`src/rtl/sprite_motion_if.sv`:
```
// Sprite motion port bundle: frame sync and active-low keys in, registered
// sprite position and status out.
interface sprite_motion_if;
  logic       vert_sync;
  logic       k0;
  logic       k1;
  logic       k2;
  logic       k3;
  logic [9:0] sprite_x;
  logic [9:0] sprite_y;
  logic       frame_tick;
  logic       moving;

  modport master (
    output vert_sync, k0, k1, k2, k3,
    input  sprite_x, sprite_y, frame_tick, moving
  );

  modport slave (
    input  vert_sync, k0, k1, k2, k3,
    output sprite_x, sprite_y, frame_tick, moving
  );
endinterface

```
`src/rtl/sprite_motion_ctrl.sv`:
```
// Frame-synchronous sprite motion controller: synchronizes vert_sync and keys,
// debounces keys per frame and commits one bounded, accelerating move per frame.
module sprite_motion_ctrl #(
  parameter int X_INIT      = 320,
  parameter int Y_INIT      = 360,
  parameter int X_MIN       = 16,
  parameter int X_MAX       = 624,
  parameter int Y_MIN       = 240,
  parameter int Y_MAX       = 464,
  parameter int HOLD_FRAMES = 16
) (
  input  logic           clk,
  input  logic           rst_n,
  sprite_motion_if.slave bus
);

  typedef enum logic [1:0] {
    S_IDLE,
    S_SAMPLE,
    S_CALC,
    S_COMMIT
  } state_e;

  typedef enum logic [1:0] {
    DIR_NONE,
    DIR_INC,
    DIR_DEC
  } dir_e;

  localparam logic [9:0]  X_INIT_P = 10'(X_INIT);
  localparam logic [9:0]  Y_INIT_P = 10'(Y_INIT);
  localparam logic [10:0] X_MIN_P  = 11'(X_MIN);
  localparam logic [10:0] X_MAX_P  = 11'(X_MAX);
  localparam logic [10:0] Y_MIN_P  = 11'(Y_MIN);
  localparam logic [10:0] Y_MAX_P  = 11'(Y_MAX);
  localparam logic [6:0]  HOLD_1_P = 7'(HOLD_FRAMES);
  localparam logic [6:0]  HOLD_2_P = 7'(2 * HOLD_FRAMES);

  // Step size grows with the number of consecutive frames held on an axis.
  function automatic logic [10:0] step_of(input logic [5:0] hold);
    logic [10:0] step;
    if ({1'b0, hold} < HOLD_1_P)      step = 11'd1;
    else if ({1'b0, hold} < HOLD_2_P) step = 11'd2;
    else                              step = 11'd4;
    return step;
  endfunction

  // Move one axis and clamp into [lo, hi]; the final clamp also repairs a
  // position that starts out of range, even with no direction.
  function automatic logic [9:0] next_pos(input logic [9:0]  pos,
                                          input dir_e        dir,
                                          input logic [10:0] step,
                                          input logic [10:0] lo,
                                          input logic [10:0] hi);
    logic [10:0] p;
    logic [10:0] cand;
    logic [9:0]  result;
    p = {1'b0, pos};
    case (dir)
      DIR_INC: cand = p + step;
      DIR_DEC: cand = (p < lo + step) ? lo : p - step;
      default: cand = p;
    endcase
    if (cand > hi)      result = hi[9:0];
    else if (cand < lo) result = lo[9:0];
    else                result = cand[9:0];
    return result;
  endfunction

  function automatic logic [5:0] next_hold(input logic [5:0] hold,
                                           input dir_e       dir,
                                           input dir_e       prev);
    logic [5:0] result;
    if (dir == DIR_NONE)  result = 6'd0;
    else if (dir != prev) result = 6'd1;
    else if (hold == '1)  result = hold;
    else                  result = hold + 6'd1;
    return result;
  endfunction

  logic [1:0]      vs_sync;
  logic            vs_prev;
  logic            frame_tick_q;
  logic [3:0]      key_meta;
  logic [3:0]      key_sync;
  logic [3:0][1:0] key_hist;
  logic [3:0]      key_pressed;

  state_e     state_q;
  state_e     state_d;
  dir_e       dir_x_res;
  dir_e       dir_y_res;
  dir_e       dir_x_q;
  dir_e       dir_y_q;
  dir_e       prev_dir_x_q;
  dir_e       prev_dir_y_q;
  logic [9:0] cand_x_q;
  logic [9:0] cand_y_q;
  logic [9:0] pos_x_q;
  logic [9:0] pos_y_q;
  logic [5:0] hold_x_q;
  logic [5:0] hold_y_q;
  logic       moving_q;

  // NOTE: sync flops reset to 1 so a vert_sync already high at reset release
  // yields no tick and every key reads as released.
  always_ff @(posedge clk or negedge rst_n) begin
    if (!rst_n) begin
      vs_sync      <= 2'b11;
      vs_prev      <= 1'b1;
      frame_tick_q <= 1'b0;
      key_meta     <= '1;
      key_sync     <= '1;
    end else begin
      // NOTE: non-blocking assignments let every flop sample the old value,
      // which is what makes this a real shift chain.
      vs_sync      <= {vs_sync[0], bus.vert_sync};
      vs_prev      <= vs_sync[1];
      frame_tick_q <= vs_sync[1] & ~vs_prev;
      key_meta     <= {bus.k3, bus.k2, bus.k1, bus.k0};
      key_sync     <= key_meta;
    end
  end

  // Per-key two-frame history; a key is pressed only after two low ticks.
  always_ff @(posedge clk or negedge rst_n) begin
    if (!rst_n) begin
      key_hist <= '1;
    end else if (frame_tick_q) begin
      for (int i = 0; i < 4; i++) begin
        key_hist[i] <= {key_hist[i][0], key_sync[i]};
      end
    end
  end

  always_comb begin
    for (int i = 0; i < 4; i++) begin
      key_pressed[i] = (key_hist[i] == 2'b00);
    end
  end

  // Right beats left, down beats up.
  always_comb begin
    dir_x_res = DIR_NONE;
    dir_y_res = DIR_NONE;
    if (key_pressed[0])      dir_x_res = DIR_INC;
    else if (key_pressed[1]) dir_x_res = DIR_DEC;
    if (key_pressed[2])      dir_y_res = DIR_INC;
    else if (key_pressed[3]) dir_y_res = DIR_DEC;
  end

  always_ff @(posedge clk or negedge rst_n) begin
    if (!rst_n) state_q <= S_IDLE;
    else        state_q <= state_d;
  end

  // Ticks arriving outside IDLE are ignored.
  always_comb begin
    // NOTE: default first, so no path through the case leaves state_d
    // unassigned and no latch is inferred.
    state_d = state_q;
    case (state_q)
      S_IDLE:   if (frame_tick_q) state_d = S_SAMPLE;
      S_SAMPLE: state_d = S_CALC;
      S_CALC:   state_d = S_COMMIT;
      S_COMMIT: state_d = S_IDLE;
      default:  state_d = S_IDLE;
    endcase
  end

  always_ff @(posedge clk or negedge rst_n) begin
    if (!rst_n) begin
      dir_x_q      <= DIR_NONE;
      dir_y_q      <= DIR_NONE;
      prev_dir_x_q <= DIR_NONE;
      prev_dir_y_q <= DIR_NONE;
      cand_x_q     <= '0;
      cand_y_q     <= '0;
      pos_x_q      <= X_INIT_P;
      pos_y_q      <= Y_INIT_P;
      hold_x_q     <= '0;
      hold_y_q     <= '0;
      moving_q     <= 1'b0;
    end else begin
      case (state_q)
        S_SAMPLE: begin
          dir_x_q <= dir_x_res;
          dir_y_q <= dir_y_res;
        end
        S_CALC: begin
          cand_x_q <= next_pos(pos_x_q, dir_x_q, step_of(hold_x_q), X_MIN_P, X_MAX_P);
          cand_y_q <= next_pos(pos_y_q, dir_y_q, step_of(hold_y_q), Y_MIN_P, Y_MAX_P);
        end
        S_COMMIT: begin
          pos_x_q      <= cand_x_q;
          pos_y_q      <= cand_y_q;
          moving_q     <= (cand_x_q != pos_x_q) || (cand_y_q != pos_y_q);
          hold_x_q     <= next_hold(hold_x_q, dir_x_q, prev_dir_x_q);
          hold_y_q     <= next_hold(hold_y_q, dir_y_q, prev_dir_y_q);
          prev_dir_x_q <= dir_x_q;
          prev_dir_y_q <= dir_y_q;
        end
        default: ;
      endcase
    end
  end

  assign bus.sprite_x   = pos_x_q;
  assign bus.sprite_y   = pos_y_q;
  assign bus.frame_tick = frame_tick_q;
  assign bus.moving     = moving_q;

endmodule

```
`src/flat_wrapper.sv`:
```
// flat-port wrapper written by rule: the top's interface ports become plain ports
module sprite_motion_ctrl_flat 
#(
  parameter int X_INIT      = 320,
  parameter int Y_INIT      = 360,
  parameter int X_MIN       = 16,
  parameter int X_MAX       = 624,
  parameter int Y_MIN       = 240,
  parameter int Y_MAX       = 464,
  parameter int HOLD_FRAMES = 16
)
  (clk, rst_n, bus_vert_sync, bus_k0, bus_k1, bus_k2, bus_k3, bus_sprite_x, bus_sprite_y, bus_frame_tick, bus_moving);
  sprite_motion_if bus_i ();
  input  logic clk;
  input  logic rst_n;
  input wire logic [$bits(bus_i.vert_sync)-1:0] bus_vert_sync;
  input wire logic [$bits(bus_i.k0)-1:0] bus_k0;
  input wire logic [$bits(bus_i.k1)-1:0] bus_k1;
  input wire logic [$bits(bus_i.k2)-1:0] bus_k2;
  input wire logic [$bits(bus_i.k3)-1:0] bus_k3;
  output wire logic [$bits(bus_i.sprite_x)-1:0] bus_sprite_x;
  output wire logic [$bits(bus_i.sprite_y)-1:0] bus_sprite_y;
  output wire logic [$bits(bus_i.frame_tick)-1:0] bus_frame_tick;
  output wire logic [$bits(bus_i.moving)-1:0] bus_moving;
  assign bus_i.vert_sync = bus_vert_sync;
  assign bus_i.k0 = bus_k0;
  assign bus_i.k1 = bus_k1;
  assign bus_i.k2 = bus_k2;
  assign bus_i.k3 = bus_k3;
  assign bus_sprite_x = bus_i.sprite_x;
  assign bus_sprite_y = bus_i.sprite_y;
  assign bus_frame_tick = bus_i.frame_tick;
  assign bus_moving = bus_i.moving;
  sprite_motion_ctrl #(.X_INIT(X_INIT), .Y_INIT(Y_INIT), .X_MIN(X_MIN), .X_MAX(X_MAX), .Y_MIN(Y_MIN), .Y_MAX(Y_MAX), .HOLD_FRAMES(HOLD_FRAMES)) u_core (.clk(clk), .rst_n(rst_n), .bus(bus_i));
endmodule
```
`config.mk`:
```
export PLATFORM = sky130hd
export DESIGN_NAME = sprite_motion_ctrl_flat
export DESIGN_NICKNAME = d
export VERILOG_FILES = /design/src/rtl/sprite_motion_if.sv /design/src/rtl/sprite_motion_ctrl.sv /design/src/flat_wrapper.sv
export SDC_FILE = /design/constraint.sdc
export NUM_CORES = 1
export LEC_CHECK = 0
export ABC_AREA = 1
export BUFFER_PORTS_ARGS = -buffer_cell sky130_fd_sc_hd__buf_2
export CAP_MARGIN = 20
export CORE_MARGIN = 2
export CORE_UTILIZATION = 50
export CTS_CLUSTER_SIZE = 30
export DETAILED_ROUTE_END_ITERATION = 10
export PLACE_DENSITY_LB_ADDON = 0.1
export SKIP_CTS_REPAIR_TIMING = 1
export SLEW_MARGIN = 40
export SYNTH_ARGS = -nofsm -noshare
export SYNTH_HDL_FRONTEND = slang
export SYNTH_SLANG_ARGS = --single-unit
```
`constraint.sdc`:
```
create_clock -name clk -period 3.2 [get_ports clk]
set_input_delay 0 -clock clk [delete_from_list [all_inputs] [get_ports clk]]
set_output_delay 0 -clock clk [all_outputs]
set_load 0.005 [all_outputs]
```
==> results.ini, run 1 <==
[status]
outcome=complete, no violations

[logic_synthesis]
synth_seq_area_share_pct=37.0
ys_types=49
synth.cell_area_mm2=0.00569
synth_warnings=0
synth_edf_count=0
avgSynthCellArea_um2=7.26
ys_seq_elements=83
syn_inst=784
ys_async_sr_fraction_pct=100
syn_nets=820
ys.flop_type=dfrtp_1

[timing]
maxSlewViolCount=0
rsz0062_at_grt=false
fin_crit_ns=2.79
finalClockSkew_ns=0.00640
fmax_mhz=358
hold_viol=0
setup_slack_ns=0.410
tns_ns=0
fin_crit_sh_pct=87.2
setup_viol=0
relSlewSlack_pct=60.5
worst_slew_pin_slew_ns=0.593

[grt]
use_met1_pct=31.3
busiest_layer=met2
gr-total-overflow=0
grt_pass1_wl_um=22400
use_met2_pct=34.8
grt_max_degree=66
grtUsageMet3_pct=4.81
grt_pass1_vias=4712
antenna_found_initial=0
grt_use_total_pct=22.2

[place]
portBuffers=28
routabilityCongestion=0.958
pre_cts_slack_ns=0.445
dp_hpwl_um=9730

[clock_tree]
cts.sinks=83
path_clk_slew_ns=0.06
htree_levels=3
cts_tree=yes
clockBufferDepth=2
cts_made_buffers=9
cts-root-buf=clkbuf_16
clk_latency_ns=0.34

[setup_path]
crit_arrival_ns=3.02
path_max_fanout=5
cp-start-kind=register
path_class=reg -> reg
cp_common_cell=nand2_1
crit_family=simple AND/OR/NAND/NOR gates
cp_num_buf_inv=3
max_stage_delay_ns=0.42
crit_required_ns=3.43
path_cells=nor2_1 > ha_1 > inv_1 > fa_1 > o21ai_0 > nand2_1 > nor2_1 > nand3_1 > nand2_1 > inv_1 > nand3_1 > nand2_1 > nand2_1 > inv_1 > a21boi_0 > nand3_1 > nand2_1 > nand2_1
cp-end-kind=register
crit_slowest_cell=dfrtp_1

[finish]
nNetsFinal=845
diodes=0
syn2layout_area_growth_pct=9.80
drive_above_1_share_pct=15.5

[floorplanning]
die_area_mm2=0.0123
core_mm2=0.0110
rows=38
io_pins=29
die_x_um=111
die_h_um=111
start_util_pct=51.8

[routing]
firstDrtPassIters=5
wl_per_cell_um=13.7
drc=0
route.antenna.remaining_nets=0
drt-vias-per-instance=5.25
vias=5006
wl_um=13100
drt_iter0_markers=316

[power_and_ir_drop]
power.density_mw_per_mm2=1070
ir_worst_vdd_v=0.000557
leakage_nw=3.03

[hold_path]
worstHoldPathType=in -> async

[flow_run]
drv_cap=0

cell usage after synthesis, types with 3 or more instances:
| cell type | count | share of area [%] |
|---|---|---|
| nor4_1 | 3 | 0.33 |
| xnor2_1 | 9 | 1.4 |
| ha_1 | 25 | 5.5 |
| inv_2 | 6 | 0.40 |
| nand3_1 | 52 | 4.6 |
| nor3_1 | 6 | 0.53 |
| clkbuf_1 | 13 | 0.86 |
| a21oi_1 | 28 | 2.5 |
| a21oi_2 | 5 | 0.77 |
| o21ai_1 | 8 | 0.70 |
| inv_1 | 91 | 6.0 |
| or2_2 | 4 | 0.44 |
| nand4_1 | 21 | 2.3 |
| nand2_2 | 14 | 1.5 |
| o21ai_0 | 55 | 4.8 |
| nand3_2 | 5 | 0.88 |
| dfrtp_1 | 58 | 25 |
| nor2_1 | 87 | 5.7 |
| dfstp_2 | 25 | 12 |
| nand2_1 | 206 | 14 |
| buf_2 | 6 | 0.53 |
| xor2_1 | 11 | 1.7 |
| nor2_2 | 8 | 0.88 |
| fa_1 | 4 | 1.4 |
kinds of logic (layout without fill, tap and decap cells):
family	after synthesis	in the layout	synth area share [%]
AOI/OAI and AO/OA	108	108	10.5
DFF	83	83	37.0
muxes	1	1	0.198
and+or+nand+nor	420	420	33.4
adders and majority gates	29	29	6.90
xor gates and xnor gates	20	20	3.08
buffers and inverters	123	153	8.81
flip-flops by register name, indices dropped and copies added (netlist names), 2 cells and up:
signal and flops:
u_core.bus.sprite_x 10, u_core.bus.sprite_y 10, u_core.cand_x_q 10, u_core.cand_y_q 10, u_core.dir_x_q 2, u_core.dir_y_q 2
u_core.hold_x_q 6, u_core.hold_y_q 6, u_core.key_hist 8, u_core.key_meta 4, u_core.key_sync 4, u_core.prev_dir_x_q 2
u_core.prev_dir_y_q 2, u_core.state_q 2, u_core.vs_sync 2
final cells by class:
cell class                 count  area, µm²
clock buffer                  13        250
tap                          140        175
inverter                      98        368
timing repair buffer          39        244
sequential                    83       2110
clock inverter                 3       22.5
multi-input combinational    578       3080
fill                        1052       4730
placed cells by master (no fill, tap or decap), drive strengths merged, types with 3 or more instances in the layout:
master,synthesis,layout
xnor2,9,9
o21ai,65,65
fa,4,4
xor2,11,11
dfrtp,58,58
dfstp,25,25
clkbuf,14,13
nor4,4,4
inv,97,98
clkinv,1,3
a21oi,34,34
ha,25,25
nor2,97,97
nand3b,3,3
nor3,7,7
buf,11,33
nand3,57,57
nand2,223,223
nand4,22,22
or2,4,4
dlygate4sd3,0,6
final timing paths:
| kind | to | cells after the start | slack, ns | startpoint |
|---|---|---|---|---|
| max | u_core.cand_y_q[6] | 18 | 0.41 | u_core.hold_y_q[5] |
| min | u_core.bus.sprite_y[4] | 2 | 0.20 | rst_n |
| max reg2reg | u_core.cand_y_q[6] | 18 | 0.41 | u_core.hold_y_q[5] |
| min reg2reg | u_core.vs_sync[1] | 0 | 0.36 | u_core.vs_sync[0] |
| max in group asynchronous | u_core.vs_prev | 3 | 2.24 | rst_n |
| min in group clk | u_core.key_meta[2] | 2 | 0.30 | bus_k2 |
where the power goes:
group	switching [mW]	internal, mW
Combinational	2.54	1.36
Clock	0.421	0.551
Sequential	0.427	1.41
Total	3.39	3.32
layer usage:
| metal | vias to the layer above | wire length (µm) | part of all wire, % |
|---|---|---|---|
| met3 | 17 | 793 | 6.1 |
| met1 | 2300 | 6190 | 47 |
| met2 | 132 | 5890 | 45 |
| li1 | 2557 | - | - |
| met4 | 0 | 181 | 1.4 |
| met5 | - | 0 | 0 |
per-stage QoR:
step	cell area (µm²)	hold WS, ns	power (mW)	std cells	util [%]
after floorplan	5690	-0.296	4.82	784	-
after global placement	5910	0.106	5.66	932	53.9
after detailed placement	5910	0.107	5.72	932	53.9
after CTS	6190	-0.262	6.72	948	56.3
after global routing	6250	0.270	7.41	954	56.9
final	6250	0.201	6.71	954	56.9
(Power assumes the default switching activity.)
==> inputs of run 2 (changes only) <==
--- a/config.mk
+++ b/config.mk
@@ -8,8 +8,10 @@
 export ABC_AREA = 1
 export BUFFER_PORTS_ARGS = -buffer_cell sky130_fd_sc_hd__buf_2
 export CAP_MARGIN = 20
+export CELL_PAD_IN_SITES_DETAIL_PLACEMENT = 2
+export CELL_PAD_IN_SITES_GLOBAL_PLACEMENT = 2
 export CORE_MARGIN = 2
-export CORE_UTILIZATION = 50
+export CORE_UTILIZATION = 36
 export CTS_CLUSTER_SIZE = 30
 export DETAILED_ROUTE_END_ITERATION = 10
 export PLACE_DENSITY_LB_ADDON = 0.1
==> run 2 against run 1 <==
Sequential share of layout area shrank 0.76 points. Count of clock-buffer cells in the layout down 3. Core utilization is 15 points lower. Wire length rose by 37%. Total power grew 7.2%. Combinational power is 11% higher. Fmax fell by 4.2%. Design area increased by 2.3%. Cell count is 7.8% higher. Hold slack worse by 0.076 ns.
==> results.ini, run 2 (same netlist as run 1, synthesis figures left out) <==
[status]
outcome=complete, no violations

[setup_path]
cp-end-kind=register
crit_end=u_core.cand_x_q[0]
critPathLaunch=u_core.hold_x_q[4]
max_stage_delay_ns=0.43  ; about the same
cp.depth=16  ; -2
reg2reg_depth=16  ; -2
cp-start-kind=register
crit_family=simple AND/OR/NAND/NOR gates
r2r_start=u_core.hold_x_q[4]
r2r_slack_ns=0.29  ; -0.12 ns
crit_slowest_cell=fa_1
path_cells=inv_1 > nor2_1 > inv_1 > fa_1 > inv_1 > nand2_1 > nand2_1 > nand4_1 > nor4_2 > inv_1 > nand3_1 > nor2_2 > nand3_2 > nand2_8 > nand2_2 > nand2_1
r2r-end=u_core.cand_x_q[0]
crit_required_ns=3.44  ; about the same
crit_arrival_ns=3.15  ; +0.13 ns
path_class=reg -> reg
path_max_fanout=8  ; +3
cp_common_cell=inv_1
cp_num_buf_inv=4  ; +1

[finish]
diodes=0  ; unchanged
nNetsFinal=848  ; +0.36%
n_fill_cell=1844  ; +75%
layout_common_cells=206 x nand2_1, 91 x inv_1, 86 x nor2_1
finalInstanceArea_mm2=0.00639  ; +2.3%
drive_above_1_share_pct=16.4  ; +0.92 points
final_common_cell=nand2_1
syn2layout_area_growth_pct=12.3

[clock_tree]
cts_tree=yes
cts_made_buffers=9  ; unchanged
cts.sinks=83  ; unchanged
cts-root-buf=clkbuf_16
htree_levels=3  ; unchanged
clockBufferDepth=2  ; unchanged
path_clk_slew_ns=0.06  ; about the same
clk_latency_ns=0.36  ; +0.02 ns

[timing]
relSlewSlack_pct=50.6  ; -9.9 points
setup_slack_ns=0.287  ; -0.122 ns
fin_crit_ns=2.91  ; +0.122 ns
tns_ns=0  ; unchanged
rsz0062_at_grt=false
worst_slew_pin_slew_ns=0.734  ; +0.141 ns
maxSlewViolCount=0  ; unchanged
finalClockSkew_ns=0.00844  ; +0.00204 ns
whs_ns=0.124  ; -0.0765 ns
fin_crit_sh_pct=91.0  ; +3.8 points
setup_viol=0  ; unchanged
fmax_mhz=343  ; -4.2%
hold_viol=0  ; unchanged

[routing]
route.antenna.remaining_nets=0  ; unchanged
wl_um=17900  ; +37%
firstDrtPassIters=4  ; -1
drc=0  ; unchanged
vias=5264  ; +5.2%
drt-vias-per-instance=5.12  ; -2.4%
drt_iter0_markers=212  ; -33%
wl_per_cell_um=17.5  ; +28%

[power_and_ir_drop]
ir_worst_vdd_v=0.000383  ; -31%
leakage_nw=3.06  ; +0.82%
total_power_mw=7.19  ; +7.2%
power.density_mw_per_mm2=1120  ; +4.8%

[grt]
gr-total-overflow=0  ; unchanged
grt_pass1_vias=5760  ; +22%
antenna_found_initial=0  ; unchanged
grt_use_total_pct=22.6  ; +0.44 points
grt_max_degree=39  ; -41%
grt_pass1_wl_um=29900  ; +33%

[place]
routabilityCongestion=0.878  ; -8.4%
post_dp_cell_area_mm2=0.00604  ; +2.1%
portBuffers=28  ; unchanged
pre_cts_slack_ns=0.301  ; -0.144 ns
dp_hpwl_um=13800  ; +42%

[hold_path]
worstHoldPathType=in -> async

[floorplanning]
start_util_pct=37.2  ; -15 points
die_area_mm2=0.0168  ; +37%
core_mm2=0.0153  ; +39%
die_x_um=130  ; +17%
rows=45  ; +18%
io_pins=29  ; unchanged
die_h_um=130  ; +17%

[flow_run]
drv_cap=0  ; unchanged

## run 2: cell count changes in the layout (fill, tap and decap cells not counted), moves of 2 or more
| cell | change |
|---|---|
| buf_4 | +3 |
| inv_8 | +2 |
| inv_6 | +2 |
| clkbuf_1 | -2 |
## run 2: final cells by class
cell class | instances | area (µm²) | share of cell area, %
clock buffer | 10 | 229 | 3.58
clock inverter | 6 | 57.6 | 0.900
inverter | 98 | 368 | 5.75
multi-input combinational | 578 | 3090 | 48.4
sequential | 83 | 2110 | 33.0
tap | 211 | 264 | 4.13
timing repair buffer | 42 | 275 | 4.30
## run 2: per-layer routing
metal,GRT usage [%],wire length [µm],vias to the layer above,share of wire [%]
met5,0,0,-,0
met4,5.00,170,0,0.95
met3,3.73,439,12,2.4
met2,39.2,9020,52,50
met1,29.8,8320,2645,46
li1,-,-,2555,-
## run 2: stage by stage
| step | util, % | instances |
|---|---|---|
| 2_1_floorplan | - | 784 |
| 3_3_place_gp | 39.4 | 1006 |
| 3_5_place_dp | 39.4 | 1006 |
| 4_1_cts | 41.3 | 1022 |
| 5_1_grt | 41.8 | 1028 |
| 6_report | 41.8 | 1028 |
## run 2: worst min path at each step
stage / from / endpoint / slack (ns) / cells after the start
3_5_place_dp: rst_n / u_core.bus.sprite_y[7] / -0.04 / 1
4_1_cts: rst_n / u_core.cand_x_q[9] / -0.42 / 1
6_report: rst_n / u_core.bus.sprite_y[7] / 0.12 / 2
3_3_place_gp: rst_n / u_core.bus.sprite_y[7] / -0.05 / 1
2_1_floorplan: rst_n / u_core.bus.frame_tick / -0.30 / 0
5_1_grt: rst_n / u_core.bus.sprite_y[7] / 0.16 / 2
## run 2: where the power goes
part | switching [mW] | leakage (nW) | total [mW] | internal, mW
combinational | 2.90 | 1.92 | 4.31 | 1.42
sequential | 0.447 | 0.998 | 1.86 | 1.41
clock | 0.473 | 0.142 | 1.02 | 0.547
